--- config.mk ---
export PLATFORM = sky130hd
export DESIGN_NAME = vending_core_param
export DESIGN_NICKNAME = d
export VERILOG_FILES = /design/src/rtl/vending_core_param.sv
export SDC_FILE = /design/constraint.sdc
export NUM_CORES = 1
export LEC_CHECK = 0
export BUFFER_PORTS_ARGS = -buffer_cell sky130_fd_sc_hd__buf_2
export CAP_MARGIN = 20
export CORE_MARGIN = 4
export CORE_UTILIZATION = 60
export DETAILED_ROUTE_END_ITERATION = 6
export GPL_TIMING_DRIVEN = 0
export PLACE_DENSITY = 0.88
export SYNTH_ARGS = -nofsm -noshare
export SYNTH_HDL_FRONTEND = slang
export SYNTH_SLANG_ARGS = --single-unit
--- constraint.sdc ---
create_clock -name clk -period 4.4 [get_ports clk]
set_input_delay 0.66 -clock clk [delete_from_list [all_inputs] [get_ports clk]]
set_output_delay 0.66 -clock clk [all_outputs]
set_load 0.02 [all_outputs]
--- src/rtl/vending_core_param.sv ---
// Vending controller: coin credit with overflow rejection, per-product price/stock, timed dispense,
// greedy change over valid/ready. Define VEND_TIMEOUT_EN to auto-cancel an idle COLLECT phase.
module vending_core_param #(
  parameter int                            NUM_PRODUCTS    = 4,
  parameter int                            BAL_W           = 8,
  parameter logic [NUM_PRODUCTS*BAL_W-1:0] PRICES          = {8'd25, 8'd20, 8'd15, 8'd10},
  parameter int                            MAX_BALANCE     = 99,
  parameter int                            STOCK_W         = 4,
  parameter int                            INIT_STOCK      = 5,
  parameter int                            DISPENSE_CYCLES = 10,
  parameter int                            TIMEOUT_CYCLES  = 1000,
  localparam int                           SEL_W           = $clog2(NUM_PRODUCTS)
) (
  input  logic                    clk,
  input  logic                    rst,
  input  logic                    coin_valid,
  input  logic [1:0]              coin_value,
  input  logic                    sel_valid,
  input  logic [SEL_W-1:0]        sel_id,
  input  logic                    cancel,
  input  logic                    restock,
  input  logic                    change_ready,
  output logic [BAL_W-1:0]        balance,
  output logic [1:0]              state,
  output logic                    vend_valid,
  output logic [SEL_W-1:0]        vend_id,
  output logic                    change_valid,
  output logic [1:0]              change_coin,
  output logic                    coin_reject,
  output logic                    err_funds,
  output logic                    err_sold_out,
  output logic [NUM_PRODUCTS-1:0] sold_out
);

  typedef enum logic [1:0] {S_IDLE = 2'd0, S_COLLECT = 2'd1, S_VEND = 2'd2, S_CHANGE = 2'd3} state_e;

  localparam int                 DCNT_W       = (DISPENSE_CYCLES > 1) ? $clog2(DISPENSE_CYCLES) : 1;
  localparam logic [DCNT_W-1:0]  DCNT_LAST    = DCNT_W'(DISPENSE_CYCLES - 1);
  localparam logic [BAL_W:0]     MAX_BAL      = (BAL_W + 1)'(MAX_BALANCE);
  localparam logic [STOCK_W-1:0] STOCK_RELOAD = STOCK_W'(INIT_STOCK);
`ifdef VEND_TIMEOUT_EN
  localparam int                 TMO_W        = $clog2(TIMEOUT_CYCLES + 1);
  localparam logic [TMO_W-1:0]   TMO_LAST     = TMO_W'(TIMEOUT_CYCLES - 1);
`endif

  function automatic logic [BAL_W-1:0] coin_amount(input logic [1:0] code);
    case (code)
      2'd0:    coin_amount = BAL_W'(1);
      2'd1:    coin_amount = BAL_W'(2);
      2'd2:    coin_amount = BAL_W'(5);
      default: coin_amount = BAL_W'(10);
    endcase
  endfunction

  function automatic logic [1:0] greedy_code(input logic [BAL_W-1:0] bal);
    if (bal >= BAL_W'(10))     greedy_code = 2'd3;
    else if (bal >= BAL_W'(5)) greedy_code = 2'd2;
    else if (bal >= BAL_W'(2)) greedy_code = 2'd1;
    else                       greedy_code = 2'd0;
  endfunction

  state_e             state_q, state_d;
  logic [BAL_W-1:0]   balance_q, balance_d;
  logic [STOCK_W-1:0] stock_q [NUM_PRODUCTS];
  logic [STOCK_W-1:0] stock_d [NUM_PRODUCTS];
  logic [SEL_W-1:0]   vend_id_q, vend_id_d;
  logic [DCNT_W-1:0]  dcnt_q, dcnt_d;
  logic               vend_valid_q, vend_valid_d;
  logic               change_valid_q, change_valid_d;
  logic [1:0]         change_coin_q, change_coin_d;
  logic               coin_reject_q, coin_reject_d;
  logic               err_funds_q, err_funds_d;
  logic               err_sold_out_q, err_sold_out_d;
`ifdef VEND_TIMEOUT_EN
  logic [TMO_W-1:0]   tmo_q, tmo_d;
`endif

  logic               sel_hit;
  logic [BAL_W-1:0]   sel_price;
  logic [STOCK_W-1:0] sel_stock;
  logic [BAL_W:0]     coin_sum;
  logic               coin_ok;

  // Match against each real product so out-of-range sel_id values simply miss.
  always_comb begin
    // NOTE: every always_comb output gets a default first so no path can infer a latch.
    sel_hit   = 1'b0;
    sel_price = '0;
    sel_stock = '0;
    for (int i = 0; i < NUM_PRODUCTS; i++) begin
      if (sel_id == SEL_W'(i)) begin
        sel_hit   = 1'b1;
        sel_price = PRICES[i*BAL_W +: BAL_W];
        sel_stock = stock_q[i];
      end
    end
  end

  assign coin_sum = {1'b0, balance_q} + {1'b0, coin_amount(coin_value)};
  assign coin_ok  = (coin_sum <= MAX_BAL);

  always_ff @(posedge clk or posedge rst) begin
    // NOTE: registers use non-blocking assignments so every flop samples pre-edge values.
    if (rst) begin
      state_q        <= S_IDLE;
      balance_q      <= '0;
      // NOTE: the stock table is a handful of flops, not a RAM, so it is reset to its load value.
      stock_q        <= '{default: STOCK_RELOAD};
      vend_id_q      <= '0;
      dcnt_q         <= '0;
      vend_valid_q   <= 1'b0;
      change_valid_q <= 1'b0;
      change_coin_q  <= 2'd0;
      coin_reject_q  <= 1'b0;
      err_funds_q    <= 1'b0;
      err_sold_out_q <= 1'b0;
`ifdef VEND_TIMEOUT_EN
      tmo_q          <= '0;
`endif
    end else begin
      state_q        <= state_d;
      balance_q      <= balance_d;
      stock_q        <= stock_d;
      vend_id_q      <= vend_id_d;
      dcnt_q         <= dcnt_d;
      vend_valid_q   <= vend_valid_d;
      change_valid_q <= change_valid_d;
      change_coin_q  <= change_coin_d;
      coin_reject_q  <= coin_reject_d;
      err_funds_q    <= err_funds_d;
      err_sold_out_q <= err_sold_out_d;
`ifdef VEND_TIMEOUT_EN
      tmo_q          <= tmo_d;
`endif
    end
  end

  always_comb begin
    state_d        = state_q;
    balance_d      = balance_q;
    stock_d        = stock_q;
    vend_id_d      = vend_id_q;
    dcnt_d         = dcnt_q;
    coin_reject_d  = 1'b0;
    err_funds_d    = 1'b0;
    err_sold_out_d = 1'b0;
`ifdef VEND_TIMEOUT_EN
    tmo_d          = '0;
`endif
    case (state_q)
      S_IDLE: begin
        if (restock) stock_d = '{default: STOCK_RELOAD};
        if (coin_valid) begin
          if (coin_ok) begin
            balance_d = coin_sum[BAL_W-1:0];
            state_d   = S_COLLECT;
          end else begin
            coin_reject_d = 1'b1;
          end
        end
      end
      S_COLLECT: begin
        if (cancel) begin
          coin_reject_d = coin_valid;
          state_d       = (balance_q != '0) ? S_CHANGE : S_IDLE;
        end else if (sel_valid) begin
          coin_reject_d = coin_valid;
          if (!sel_hit || sel_stock == '0) begin
            err_sold_out_d = 1'b1;
          end else if (balance_q < sel_price) begin
            err_funds_d = 1'b1;
          end else begin
            balance_d = balance_q - sel_price;
            for (int i = 0; i < NUM_PRODUCTS; i++)
              if (sel_id == SEL_W'(i)) stock_d[i] = stock_q[i] - STOCK_W'(1);
            vend_id_d = sel_id;
            dcnt_d    = '0;
            state_d   = S_VEND;
          end
        end else if (coin_valid && coin_ok) begin
          balance_d = coin_sum[BAL_W-1:0];
        end else begin
          coin_reject_d = coin_valid;
`ifdef VEND_TIMEOUT_EN
          // An idle window of TIMEOUT_CYCLES behaves exactly like cancel.
          if (tmo_q == TMO_LAST) state_d = (balance_q != '0) ? S_CHANGE : S_IDLE;
          else                   tmo_d   = tmo_q + TMO_W'(1);
`endif
        end
      end
      S_VEND: begin
        coin_reject_d = coin_valid;
        dcnt_d        = dcnt_q + DCNT_W'(1);
        if (dcnt_q == DCNT_LAST) state_d = (balance_q != '0) ? S_CHANGE : S_IDLE;
      end
      S_CHANGE: begin
        coin_reject_d = coin_valid;
        if (change_valid_q && change_ready) begin
          balance_d = balance_q - coin_amount(change_coin_q);
          if (balance_d == '0) state_d = S_IDLE;
        end
      end
    endcase
    // Output registers follow the next state so they line up with state on the same edge.
    vend_valid_d   = (state_d == S_VEND);
    change_valid_d = (state_d == S_CHANGE);
    change_coin_d  = change_valid_d ? greedy_code(balance_d) : 2'd0;
  end

  always_comb begin
    state        = state_q;
    balance      = balance_q;
    vend_valid   = vend_valid_q;
    vend_id      = vend_id_q;
    change_valid = change_valid_q;
    change_coin  = change_coin_q;
    coin_reject  = coin_reject_q;
    err_funds    = err_funds_q;
    err_sold_out = err_sold_out_q;
    sold_out     = '0;
    for (int i = 0; i < NUM_PRODUCTS; i++) sold_out[i] = (stock_q[i] == '0);
  end

endmodule

Word level (Yosys, flattened, before mapping)
Index checks and enable logic that the tools add are counted.
{ "op_classes": {"addsub": 8, "magnitude_cmp": 5, "eq_ne": 22, "muxes": 70, "bitwise": 3, "reduce_logical": 24} }
{ "op_table": {"columns": ["operator", "n"], "rows": [
  ["$mux 8", 13],
  ["$mux 16", 5],
  ["$mux 4", 13],
  ["$pmux 16 s2", 1],
  ["$reduce_and 7->1", 4],
  ["$mux 2", 13],
  ["$pmux 4 s3", 2],
  ["$pmux 8 s3", 1],
  ["$logic_not 4->1", 5],
  ["$mux 1", 19],
  ["$ne 2x2->1 const B", 9],
  ["$eq 2x2->1 const B", 8],
  ["$sub 4x1->4 const B", 4],
  ["$sub 8x8->8", 2],
  ["$reduce_and 5->1", 2],
  ["$add 8x8->9", 1],
  ["$le 9x7->1 const B", 1],
  ["$eq 2x1->1 const B", 4],
  ["$ge 8x2->1 const B", 1],
  ["$ge 8x3->1 const B", 1],
  ["$ge 8x4->1 const B", 1],
  ["$logic_not 2->1", 4],
  ["$logic_not 8->1", 1],
  ["$lt 8x8->1", 1],
  ["12 further kinds", 16]
]} }
{ "word_totals": {"register_bits": 39, "input_bits": 11, "output_inout_bits": 23, "elab_cells": 146} }

Depth between registers and ports, before layout
Gate-level depths: netlist of the first run.
{ "depth": {"word_depth": 16, "mapped_depth": 16, "mapped_depth_nobuf": 15} }

Worst setup path after synthesis of the first run
Ideal clock, no wire load.
{ "synth_timing": {"path_type": "in2reg", "start": "input port sel_id[0]", "end": "register change_coin_q[1], in the netlist change_coin[1]", "setup_ns": 0.124, "t_arrival_ns": 3.619, "required_ns": 4.276, "setup_slack_ns": 0.657, "cell_stages": 15, "path_buffers": 0, "path_cell_list": "inv_1 > ha_1 > nor2_1 > o21ai_0 > fa_1 > a211oi_1 > nor2_1 > or4_1 > o21ai_0 > o31ai_1 > o21ai_0 > a31oi_1 > nor4_2 > nand2_1 > o31a_1"} }
{ "synth_between": {"elab_chain_cells": 15, "elab_cells_between_ends": 37} }
{ "synth_lines": {"columns": ["element", "line", "rtl"], "rows": [
  ["start: declaration", "19", "input logic [SEL_W-1:0] sel_id,"],
  ["$logic_not 2->1", "91", "if (sel_id == SEL_W'(i)) begin"],
  ["$mux 4 / $mux 1 (equally long branches)", "91", null],
  ["$mux 8, or another cell as far along (3 in series)", "91", null],
  ["$sub 8x8->8, or another cell as far along", "173", "balance_d = balance_q - sel_price;"],
  ["$mux 8 / $logic_or 1x1->1 (equally long branches)", "170, 168", null],
  ["$mux 8", "168", "if (!sel_hit || sel_stock == '0) begin"],
  ["$mux 8", "166", "end else if (sel_valid) begin"],
  ["$mux 8", "163", "if (cancel) begin"],
  ["$pmux 8 s3", "150", "case (state_q)"],
  ["$ge 8x3->1", "57", "else if (bal >= BAL_W'(5)) greedy_code = 2'd2;"],
  ["$mux 2", "57", null],
  ["$mux 2", "56", "if (bal >= BAL_W'(10)) greedy_code = 2'd3;"],
  ["$mux 2 (*)", "207", "change_coin_d = change_valid_d ? greedy_code(balance_d) : 2'd0;"],
  ["net change_coin_d[1]", "70", "logic [1:0] change_coin_q, change_coin_d;"],
  ["end signal: assignment", "128", "change_coin_q <= change_coin_d;"],
  ["end: declaration", "70", null]
]} }
The timed path passes the listed nets; every way through them passes the cells marked *.
A chain may end at the register's enable or synchronous reset.

Worst setup path after layout of the first run
{ "layout_timing": {"start": "input port sel_id[0]", "end": "register change_coin_q[0], in the netlist change_coin[0]"} }
{ "layout_between": {"elab_chain_cells": 16, "elab_cells_between_ends": 39} }
{ "layout_lines": {"columns": ["element", "line", "rtl"], "rows": [
  ["$logic_not 2->1", "91", null],
  ["$mux 4 / $mux 1 (equally long branches)", "91", null],
  ["$mux 8, or another cell as far along (3 in series)", "91", null],
  ["$sub 8x8->8, or another cell as far along", "173", null],
  ["$mux 8 / $logic_or 1x1->1 (equally long branches)", "170, 168", null],
  ["$mux 8 (*)", "168", null],
  ["$mux 8 (*)", "166", null],
  ["$mux 8 (*)", "163", null],
  ["$pmux 8 s3 (*)", "150", null],
  ["net balance_d[3]", "63", "logic [BAL_W-1:0] balance_q, balance_d;"],
  ["$ge 8x2->1", "58", "else if (bal >= BAL_W'(2)) greedy_code = 2'd1;"],
  ["$mux 1", "58", null],
  ["$mux 2", "57", null],
  ["$mux 2 (*)", "56", null],
  ["$mux 2 (*)", "207", null],
  ["net change_coin_d[0]", "70", null]
]} }
Marked as above.

==> results_dict.tcl, run 1 <==
set metrics [dict create \
    arrival_ns 4.45 \
    yosysSeqAreaShare_pct 28.4 \
    timing.hold.ws_ns 0.507 \
    cts_sinks 39 \
    hpwl_um 7340 \
    grt_setup_unrepaired "false" \
    vdd_drop_max_mv 0.494 \
    maxCapViolCount 0 \
    p_total_mw 2.73 \
    finalSetupTns_ns 0 \
    hp-class "reg -> reg" \
    power_density_mw_per_mm2 714 \
    total_leakage_power_nw 1.70 \
    grt-ovfl-total 0 \
    routed_wl_um 9750 \
    max_stage_delay_ns 0.53 \
    netlist_area_sq_mm 0.00347 \
    drt_iter0_markers 325 \
    avgSynthCellArea_sq_um 8.19 \
    crit_type "in -> reg" \
    use_met3_pct 6.22 \
    fin_area_sq_mm 0.00383 \
    cts_inserted_buffers 5 \
    postCtsSetupRepairBufs 0 \
    layout-drive-gt1-share_pct 15.1 \
    antenna_found_initial 0 \
    slew_headroom_pct 45.8 \
    synth_nets 462 \
    core_sq_mm 0.00557 \
    r2r_start "balance[1]" \
    place_congestion 1.02 \
    start_kind "input pin" \
    fin_crit_ns 4.21 \
    worstPathMaxFanout 10 \
    r2r-end "change_coin[1]" \
    die_area_sq_mm 0.00707 \
    grt_max_degree 40 \
    critPathCaptureType "flop" \
    worstPathRequired_ns 4.64 \
    r2r_cells 12 \
    hp-start "vend_id[1]" \
    critPathSlowestCell "fa_1" \
    max_freq_ghz 0.237 \
    grt_usage_pct 27.4 \
    synth_edf_count 0 \
    cts_buffer_depth 2 \
    worst_pin_slew_ns 0.812 \
    io_pins 34 \
    holdPathEnd "vend_id[1]" \
    synthArstFlopShare_pct 100 \
    slew_viol_final 0 \
    drcViolationCount 0 \
    vias 3502 \
    root_buffer "clkbuf_8" \
    fp-row-count 27 \
    syn-instance-count 424 \
    clk_pin_slew_ns 0.08 \
    grt_use_met1_pct 38.1 \
    met2_usage_pct 43.0 \
    clock_latency_ns 0.30 \
    holdPathStages 1 \
    cts_tree "yes" \
    timing.final.crit_share_pct 95.7 \
    hold_buffers 0 \
    die_h_um 84.1 \
    htree_levels 2 \
    grt_pass1_vias 3222 \
    grt_pass1_wl_um 15700 \
    yosys_warnings 0 \
    placed_cell_area_sq_mm 0.00372 \
    top_usage_layer "met2" \
    finalSetupViolations 0 \
    ant_nets 0 \
    crit_chain "buf_2, inv_1, ha_1, nor2_1, o21ai_0, fa_1, a211oi_4, o21a_1, a211o_1, buf_2, a211oi_1, a311oi_1, o21ai_0, o211a_1, a21oi_1, o21bai_1, o211a_1" \
    via_per_inst 6.52 \
    drtPass1Iterations 5 \
    final_nets 501 \
    hold_viol_final 0 \
    skew_ns 0.00762 \
    io_buffers 32 \
    start_util_pct 62.3 \
    r2r_slack_ns 0.32 \
    synth_cell_type_count 72 \
    status "finished, final reports clean" \
    synthFlopType "dfrtp_1" \
    crit_family "compound AO/OA/AOI/OAI gates" \
    area_growth_syn_to_layout_pct 10.3 \
    synth_seq_cells 39 \
    die_w_um 84.1 \
    ctsResizeCount 0 \
    path_buf_inv 3 \
    avgRoutedWirePerCell_um 18.2 \
]
## registers in the layout, summed over array words and instances, names as in the netlist, 2 cells and up
signal,flops
balance,8
state,2
change_coin,2
dcnt_q,4
vend_id,2
stock_q,16
## final cells by class
| class | instances | area [sq um] |
|---|---|---|
| Antenna cell | 1 | 2.50 |
| Buffer | 13 | 58.8 |
| Clock buffer | 6 | 72.6 |
| Clock inverter | 2 | 12.5 |
| Fill cell | 491 | 1740 |
| Inverter | 33 | 124 |
| Multi-Input combinational cell | 339 | 2320 |
| Sequential cell | 39 | 986 |
| Tap cell | 72 | 90.1 |
| Timing Repair Buffer | 32 | 160 |
## worst max-delay path by stage
| stage | endpoint | slack [ns] | depth (start not counted) | start |
|---|---|---|---|---|
| 6_report | change_coin[0] | 0.19 | 17 | sel_id[0] |
| 5_1_grt | change_coin[0] | 0.01 | 17 | sel_id[0] |
| 4_1_cts | change_coin[0] | 0.07 | 17 | sel_id[0] |
| 3_5_place_dp | change_coin[1] | -0.17 | 16 | sel_id[0] |
| 3_3_place_gp | change_coin[0] | -0.07 | 17 | sel_id[0] |
| 2_1_floorplan | change_coin[1] | 0.66 | 15 | sel_id[0] |
## cell usage in the layout (no fill, tap or decap), drive strengths merged, types with 4 or more instances in the layout
master	count
nor2	45
o21ai	42
buf	35
dfrtp	31
inv	31
a21oi	29
nand2	27
ha	24
clkbuf	16
nor3	15
nand3	11
xnor2	10
dfstp	8
o21a	7
a31oi	7
or3	6
o31ai	6
or4	6
nor4	6
nand2b	5
nor2b	5
and3	4
and2	4
nor3b	4
mux2i	4
o221ai	4
xor2	4
nand4	4
## routing by layer
| metal | share of wire, % | wire [um] |
|---|---|---|
| met1 | 44 | 4310 |
| met2 | 46 | 4440 |
| met3 | 8.8 | 859 |
| met4 | 1.4 | 140 |
| met5 | 0 | 0 |
## stage by stage
| step | utilization (%) | instances | setup slack, ns |
|---|---|---|---|
| after global placement | 66.8 | 528 | -0.0717 |
| after floorplan | - | 424 | 0.657 |
| after CTS | 68.3 | 536 | 0.0709 |
| after detailed placement | 66.8 | 528 | -0.166 |
| final | 68.7 | 537 | 0.189 |
| after global routing | 68.7 | 536 | 0.0101 |
## where the power goes
group	switching, mW	internal, mW
clock network	0.138	0.111
registers	0.171	0.511
logic	1.12	0.684
## synthesized netlist by cell type, types with 3 or more instances
library cell | number | share of area (%)
dfstp_2 | 8 | 6.1
a31oi_1 | 7 | 1.3
a22oi_1 | 3 | 0.65
xor2_1 | 4 | 1.0
nor2_1 | 45 | 4.9
inv_1 | 31 | 3.4
o31a_1 | 3 | 0.76
o21ai_0 | 40 | 5.8
mux2i_1 | 4 | 1.2
nor3b_1 | 4 | 0.86
nand2b_1 | 5 | 0.90
o21a_1 | 7 | 1.5
mux2_2 | 3 | 0.97
nor4_1 | 5 | 0.90
nand2_1 | 27 | 2.9
o31ai_1 | 6 | 1.3
or4_1 | 6 | 1.3
clkbuf_1 | 10 | 1.1
a21oi_1 | 28 | 4.0
dfrtp_1 | 31 | 22
and3_1 | 4 | 0.72
nor3_1 | 15 | 2.2
fa_1 | 3 | 1.7
o221ai_1 | 4 | 1.0
a311o_1 | 3 | 0.86
and2_1 | 4 | 0.72
o211a_1 | 3 | 0.86
a21o_1 | 3 | 0.65
ha_1 | 24 | 8.6
or3_1 | 6 | 1.1
nor2b_1 | 4 | 0.72
xnor2_1 | 10 | 2.5
nand3_1 | 11 | 1.6
## cells by family after synthesis
family | Yosys count | share of synthesized area [%]
buf+inv | 46 | 5.26
compound gates | 141 | 27.6
simple gates | 150 | 22.7
xor+xnor | 14 | 3.53
flops | 39 | 28.4
mux | 7 | 2.13
fa+ha+maj | 27 | 10.4
No activity file was read; power rests on OpenSTA's default activity.
==> run 2, diff against run 1 <==
Settings changed: REMOVE_ABC_BUFFERS from default to 1.
==> run 2 against run 1 <==
Register-to-register slack better by 0.06 ns. Largest cell class unchanged. Sequential share of layout area grew 0.20 points. Final cell count decreased by 2.4%. Setup slack better by 0.039 ns. Highest routed layer unchanged.
==> results_dict.tcl, run 2 (synthesis gave the netlist of run 1 again) <==
set metrics [dict create \
    hold_viol_final 0 \
    grt_usage_pct 27.7 \
    worstPathRequired_ns 4.63 \
    crit_type "in -> reg" \
    r2r-end "change_coin[1]" \
    place_congestion 1.07 \
    fp-row-count 27 \
    grt_pass1_vias 3429 \
    postCtsSetupRepairBufs 0 \
    r2r_start "balance[1]" \
    vdd_drop_max_mv 0.435 \
    slew_headroom_pct 44.5 \
    grt_pass1_wl_um 16300 \
    hpwl_um 7150 \
    finalSetupTns_ns 0 \
    routed_wl_um 9660 \
    grt_max_degree 40 \
    avgRoutedWirePerCell_um 18.4 \
    finalSetupViolations 0 \
    fin_ws_ns 0.227 \
    start_util_pct 62.3 \
    critPathCaptureType "flop" \
    drcViolationCount 0 \
    status "finished, final reports clean" \
    r2r_cells 12 \
    antenna_found_initial 0 \
    largest_reg_flops 16 \
    die_w_um 84.1 \
    hp-class "in -> async" \
    worstPathMaxFanout 11 \
    start_kind "input pin" \
    r2r_slack_ns 0.38 \
    skew_ns 0.0104 \
    layout_commonest_cell "nor2_1" \
    die_area_sq_mm 0.00707 \
    arrival_ns 4.41 \
    fin_crit_ns 4.17 \
    placed_cell_area_sq_mm 0.00367 \
    die_h_um 84.1 \
    nFillCells 472 \
    layout-drive-gt1-share_pct 15.5 \
    clk_pin_slew_ns 0.08 \
    final_cell_mix "nor2_1 (45), o21ai_0 (40), buf_2 (33), dfrtp_1 (31), inv_1 (30)" \
    total_leakage_power_nw 1.69 \
    slew_viol_final 0 \
    worst_pin_slew_ns 0.822 \
    maxCapViolCount 0 \
    post-place-ws_ns -0.216 \
    max_freq_ghz 0.240 \
    fin_area_sq_mm 0.00380 \
    grt_setup_unrepaired "false" \
    timing.hold.ws_ns 0.502 \
    grt-ovfl-total 0 \
    io_buffers 33 \
    drt_iter0_markers 399 \
    area_growth_syn_to_layout_pct 9.48 \
    utilization_pct 68.2 \
    regMostFlops "stock_q" \
    vias 3593 \
    ant_nets 0 \
    cts_inserted_buffers 5 \
    root_buffer "clkbuf_8" \
    io_pins 34 \
    drtPass1Iterations 6 \
    core_sq_mm 0.00557 \
    htree_levels 2 \
    antenna_cells 0 \
    timing.final.crit_share_pct 94.8 \
    final_nets 489 \
    power_density_mw_per_mm2 728 \
    via_per_inst 6.86 \
    multi_input_area_sq_mm 0.00232 \
    clock_latency_ns 0.30 \
    cts_sinks 39 \
    seq_area_sq_um 986 \
    cts_tree "yes" \
    cts_buffer_depth 2 \
]
-- run 2: changes by cell type in the layout (fill, tap and decap cells not counted), sizes merged --
cell | before | now
buf | 35 | 33
bufinv | 0 | 1
clkbuf | 16 | 6
clkinvlp | 1 | 0
diode | 1 | 0
-- run 2: area by class of cell --
cell class	instances	area share (%)
multi-input combinational	339	61.0
timing repair buffer	33	4.34
inverter	33	3.26
sequential	39	25.9
clock buffer	6	2.17
clock inverter	2	0.922
tap	72	2.37
-- run 2: report_power, final --
group	internal (mW)	switching, mW	total [mW]
logic	0.659	1.04	1.69
clock network	0.183	0.128	0.311
registers	0.509	0.253	0.762
total	1.35	1.42	2.77
-- run 2: routing by layer --
metal / vias up / part of all wire (%) / GRT usage (%)
met5: - / 0 / 0
met4: 0 / 2.3 / 7.75
met3: 38 / 10 / 5.53
met2: 217 / 47 / 45.5
met1: 1720 / 41 / 37.1
li1: 1618 / - / -
-- run 2: critical path, stage by stage --
cell      delay [ns]
buf_2           0.17
inv_1           0.09
ha_1            0.28
nor2_1          0.17
o21ai_0         0.19
fa_1            0.49
a211oi_2        0.34
o21a_1          0.31
a211o_2         0.26
a211oi_1        0.09
a311oi_1        0.44
o32ai_1         0.22
o211a_1         0.15
a21oi_1         0.20
o21bai_1        0.15
o211a_1         0.19
-- run 2: repair_timing --
action / in CTS / in global routing
endpoints found under the setup margin: 0 / 2
hold buffers: 0 / 0
resized for setup: 0 / 3
-- run 2: how the worst max path moves through the flow --
stage | startpoint | end | slack (ns)
after CTS | sel_id[0] | change_coin[0] | 0.05
after global placement | sel_id[0] | change_coin[0] | -0.06
after detailed placement | sel_id[0] | change_coin[0] | -0.22
after global routing | sel_id[0] | change_coin[0] | 0.004
after floorplan | sel_id[0] | change_coin[1] | 0.66
final | sel_id[0] | change_coin[0] | 0.23
-- run 2: stage by stage --
| stage | instances | power (mW) |
|---|---|---|
| finish | 524 | 2.77 |
| global route | 524 | 2.98 |
| floorplan | 411 | 1.92 |
| CTS | 524 | 2.71 |
| detailed placement | 516 | 2.39 |
| global placement | 516 | 2.32 |
==> run 3, diff against run 2 <==
Settings changed: CELL_PAD_IN_SITES_DETAIL_PLACEMENT from default to 1, CELL_PAD_IN_SITES_GLOBAL_PLACEMENT from default to 2, CORE_ASPECT_RATIO from default to 0.7, CORE_UTILIZATION 60 to 36, PLACE_DENSITY 0.88 to 0.87, SETUP_SLACK_MARGIN from default to 0.05.
==> run 3 against run 2 <==
Sequential share of layout area shrank 0.79 points. Power grew 4.9%. Clock power grew 14%. Die area grew 60%. Clock skew shrank 0.0013 ns. Cell area grew 3.2%. Wire length grew 21%. Setup slack gained 0.091 ns. Largest power group unchanged. Maximum frequency grew 2.2%.
==> results_dict.tcl, run 3 (synthesis gave the netlist of run 1 again) <==
set metrics [dict create \
    core_sq_mm 0.00922 \
    routed_wl_um 11700 \
    hp-class "reg -> reg" \
    regMostFlops "stock_q" \
    crit_chain "buf_2, inv_1, ha_1, o21ai_0, fa_2, a211oi_4, o21a_2, a2111oi_4, o21a_1, o31ai_1, o21a_1, a311o_1, nor4_4, nand2_1, o31a_1" \
    max_freq_ghz 0.245 \
    start_util_pct 37.7 \
    final_cell_mix "nor2_1 (45), o21ai_0 (40), buf_2 (33), dfrtp_1 (31), inv_1 (30)" \
    holdPathStages 1 \
    hold_buffers 0 \
    timing.final.crit_share_pct 92.8 \
    critPathSlowestCell "nor4_4" \
    die_area_sq_mm 0.0113 \
    power_density_mw_per_mm2 740 \
    crit_type "in -> reg" \
    area_growth_syn_to_layout_pct 12.9 \
    io_buffers 33 \
    fin_ws_ns 0.318 \
    skew_ns 0.00906 \
    seq_area_sq_um 986 \
    ant_nets 0 \
    hpwl_um 8820 \
    vdd_drop_max_mv 0.399 \
    grt_setup_unrepaired "false" \
    cts_buffer_depth 2 \
    r2r_start "balance[1]" \
    drcViolationCount 0 \
    io_pins 34 \
    crit_path_frequent_cell "o21a_1" \
    worstPathRequired_ns 4.57 \
    layout_commonest_cell "nor2_1" \
    r2r_cells 12 \
    cts_inserted_buffers 5 \
    grt_usage_pct 20.5 \
    grt_pass1_wl_um 18900 \
    critPathCaptureType "flop" \
    start_kind "input pin" \
    r2r_slack_ns 0.38 \
    maxCapViolCount 0 \
    drtPass1Iterations 5 \
    status "finished, final reports clean" \
    slew_viol_final 0 \
    post-place-ws_ns -0.243 \
    via_per_inst 6.10 \
    worstPathMaxFanout 6 \
    nFillCells 1151 \
    final_nets 490 \
    r2r-end "change_coin[1]" \
    grt_max_degree 40 \
    antenna_cells 0 \
    slew_headroom_pct 40.8 \
    vias 3521 \
    clock_latency_ns 0.29 \
    total_leakage_power_nw 1.71 \
    hp-start "vend_id[1]" \
    max_stage_delay_ns 0.46 \
    holdPathEnd "vend_id[1]" \
    root_buffer "clkbuf_16" \
    cts_sinks 39 \
    arrival_ns 4.26 \
    fp-row-count 29 \
    worst_pin_slew_ns 0.878 \
    drt_iter0_markers 207 \
    antenna_found_initial 0 \
    htree_levels 2 \
    multi_input_area_sq_mm 0.00235 \
    clk_pin_slew_ns 0.06 \
    finalSetupViolations 0 \
    grt_pass1_vias 3484 \
    hold_viol_final 0 \
    grt-ovfl-total 0 \
    cts_tree "yes" \
    avgRoutedWirePerCell_um 20.2 \
    die_w_um 125 \
    fin_crit_ns 4.08 \
    largest_reg_flops 16 \
    finalSetupTns_ns 0 \
    layout-drive-gt1-share_pct 16.3 \
    place_congestion 0.895 \
    die_h_um 90.2 \
]
[run 3: changes by cell type in the layout (fill, tap and decap cells not counted), sizes merged]
cell / change
buf: +1
bufinv: -1
clkbuf: +1
[run 3: layout make-up]
cell class	instances	share of cell area, %
well taps	124	3.96
clock inverters	1	0.128
clock buffers	7	3.38
inverters	33	3.16
repair buffers	34	4.40
flip-flops and latches	39	25.1
multi-input cells	339	59.8
[run 3: worst max path at each step]
| stage | endpoint | startpoint | depth (start not counted) | slack, ns |
|---|---|---|---|---|
| 6_report | change_coin[1] | sel_id[0] | 15 | 0.32 |
| 5_1_grt | change_coin[0] | sel_id[0] | 16 | 0.07 |
| 4_1_cts | change_coin[1] | sel_id[0] | 15 | 0.1 |
| 3_5_place_dp | change_coin[0] | sel_id[0] | 16 | -0.24 |
| 3_3_place_gp | change_coin[1] | sel_id[0] | 16 | -0.23 |
| 2_1_floorplan | change_coin[1] | sel_id[0] | 15 | 0.66 |
[run 3: worst max-delay path, delay by kind of cell]
family | cells | cell delay (ns)
buf+inv | 2 | 0.24
simple gates | 2 | 0.56
compound gates | 9 | 2.20
fa+ha+maj | 2 | 0.58
[run 3: metal layers]
layer  GRT usage (%)  routed length [um]  part of all wire [%]
met1            31.5                5660                    48
met2            29.6                4990                    43
met3            4.44                 904                   7.7
met4            3.79                 113                  0.97
met5               0                   0                     0
[run 3: where the power goes]
part	switching (mW)	total, mW	internal, mW
Sequential	0.264	0.774	0.510
Clock	0.145	0.354	0.210
Combinational	1.10	1.77	0.672
[run 3: stage by stage]
stage                     total power, mW  instances  util [%]  area, sq um  hold slack, ns
after floorplan                      1.92        411         -         3410           0.458
after global placement               2.40        568      40.5         3730           0.485
after detailed placement             2.48        568      40.5         3730           0.495
after CTS                            2.85        576      42.1         3880           0.509
after global routing                 3.15        577      42.5         3920           0.531
final                                2.90        577      42.5         3920           0.502
[run 3: repair_timing]
action | CTS | global route
endpoints found under the setup margin | 2 | 4
pin swaps | 0 | 2
setup buffers | 0 | 1
resized for setup | 1 | 8
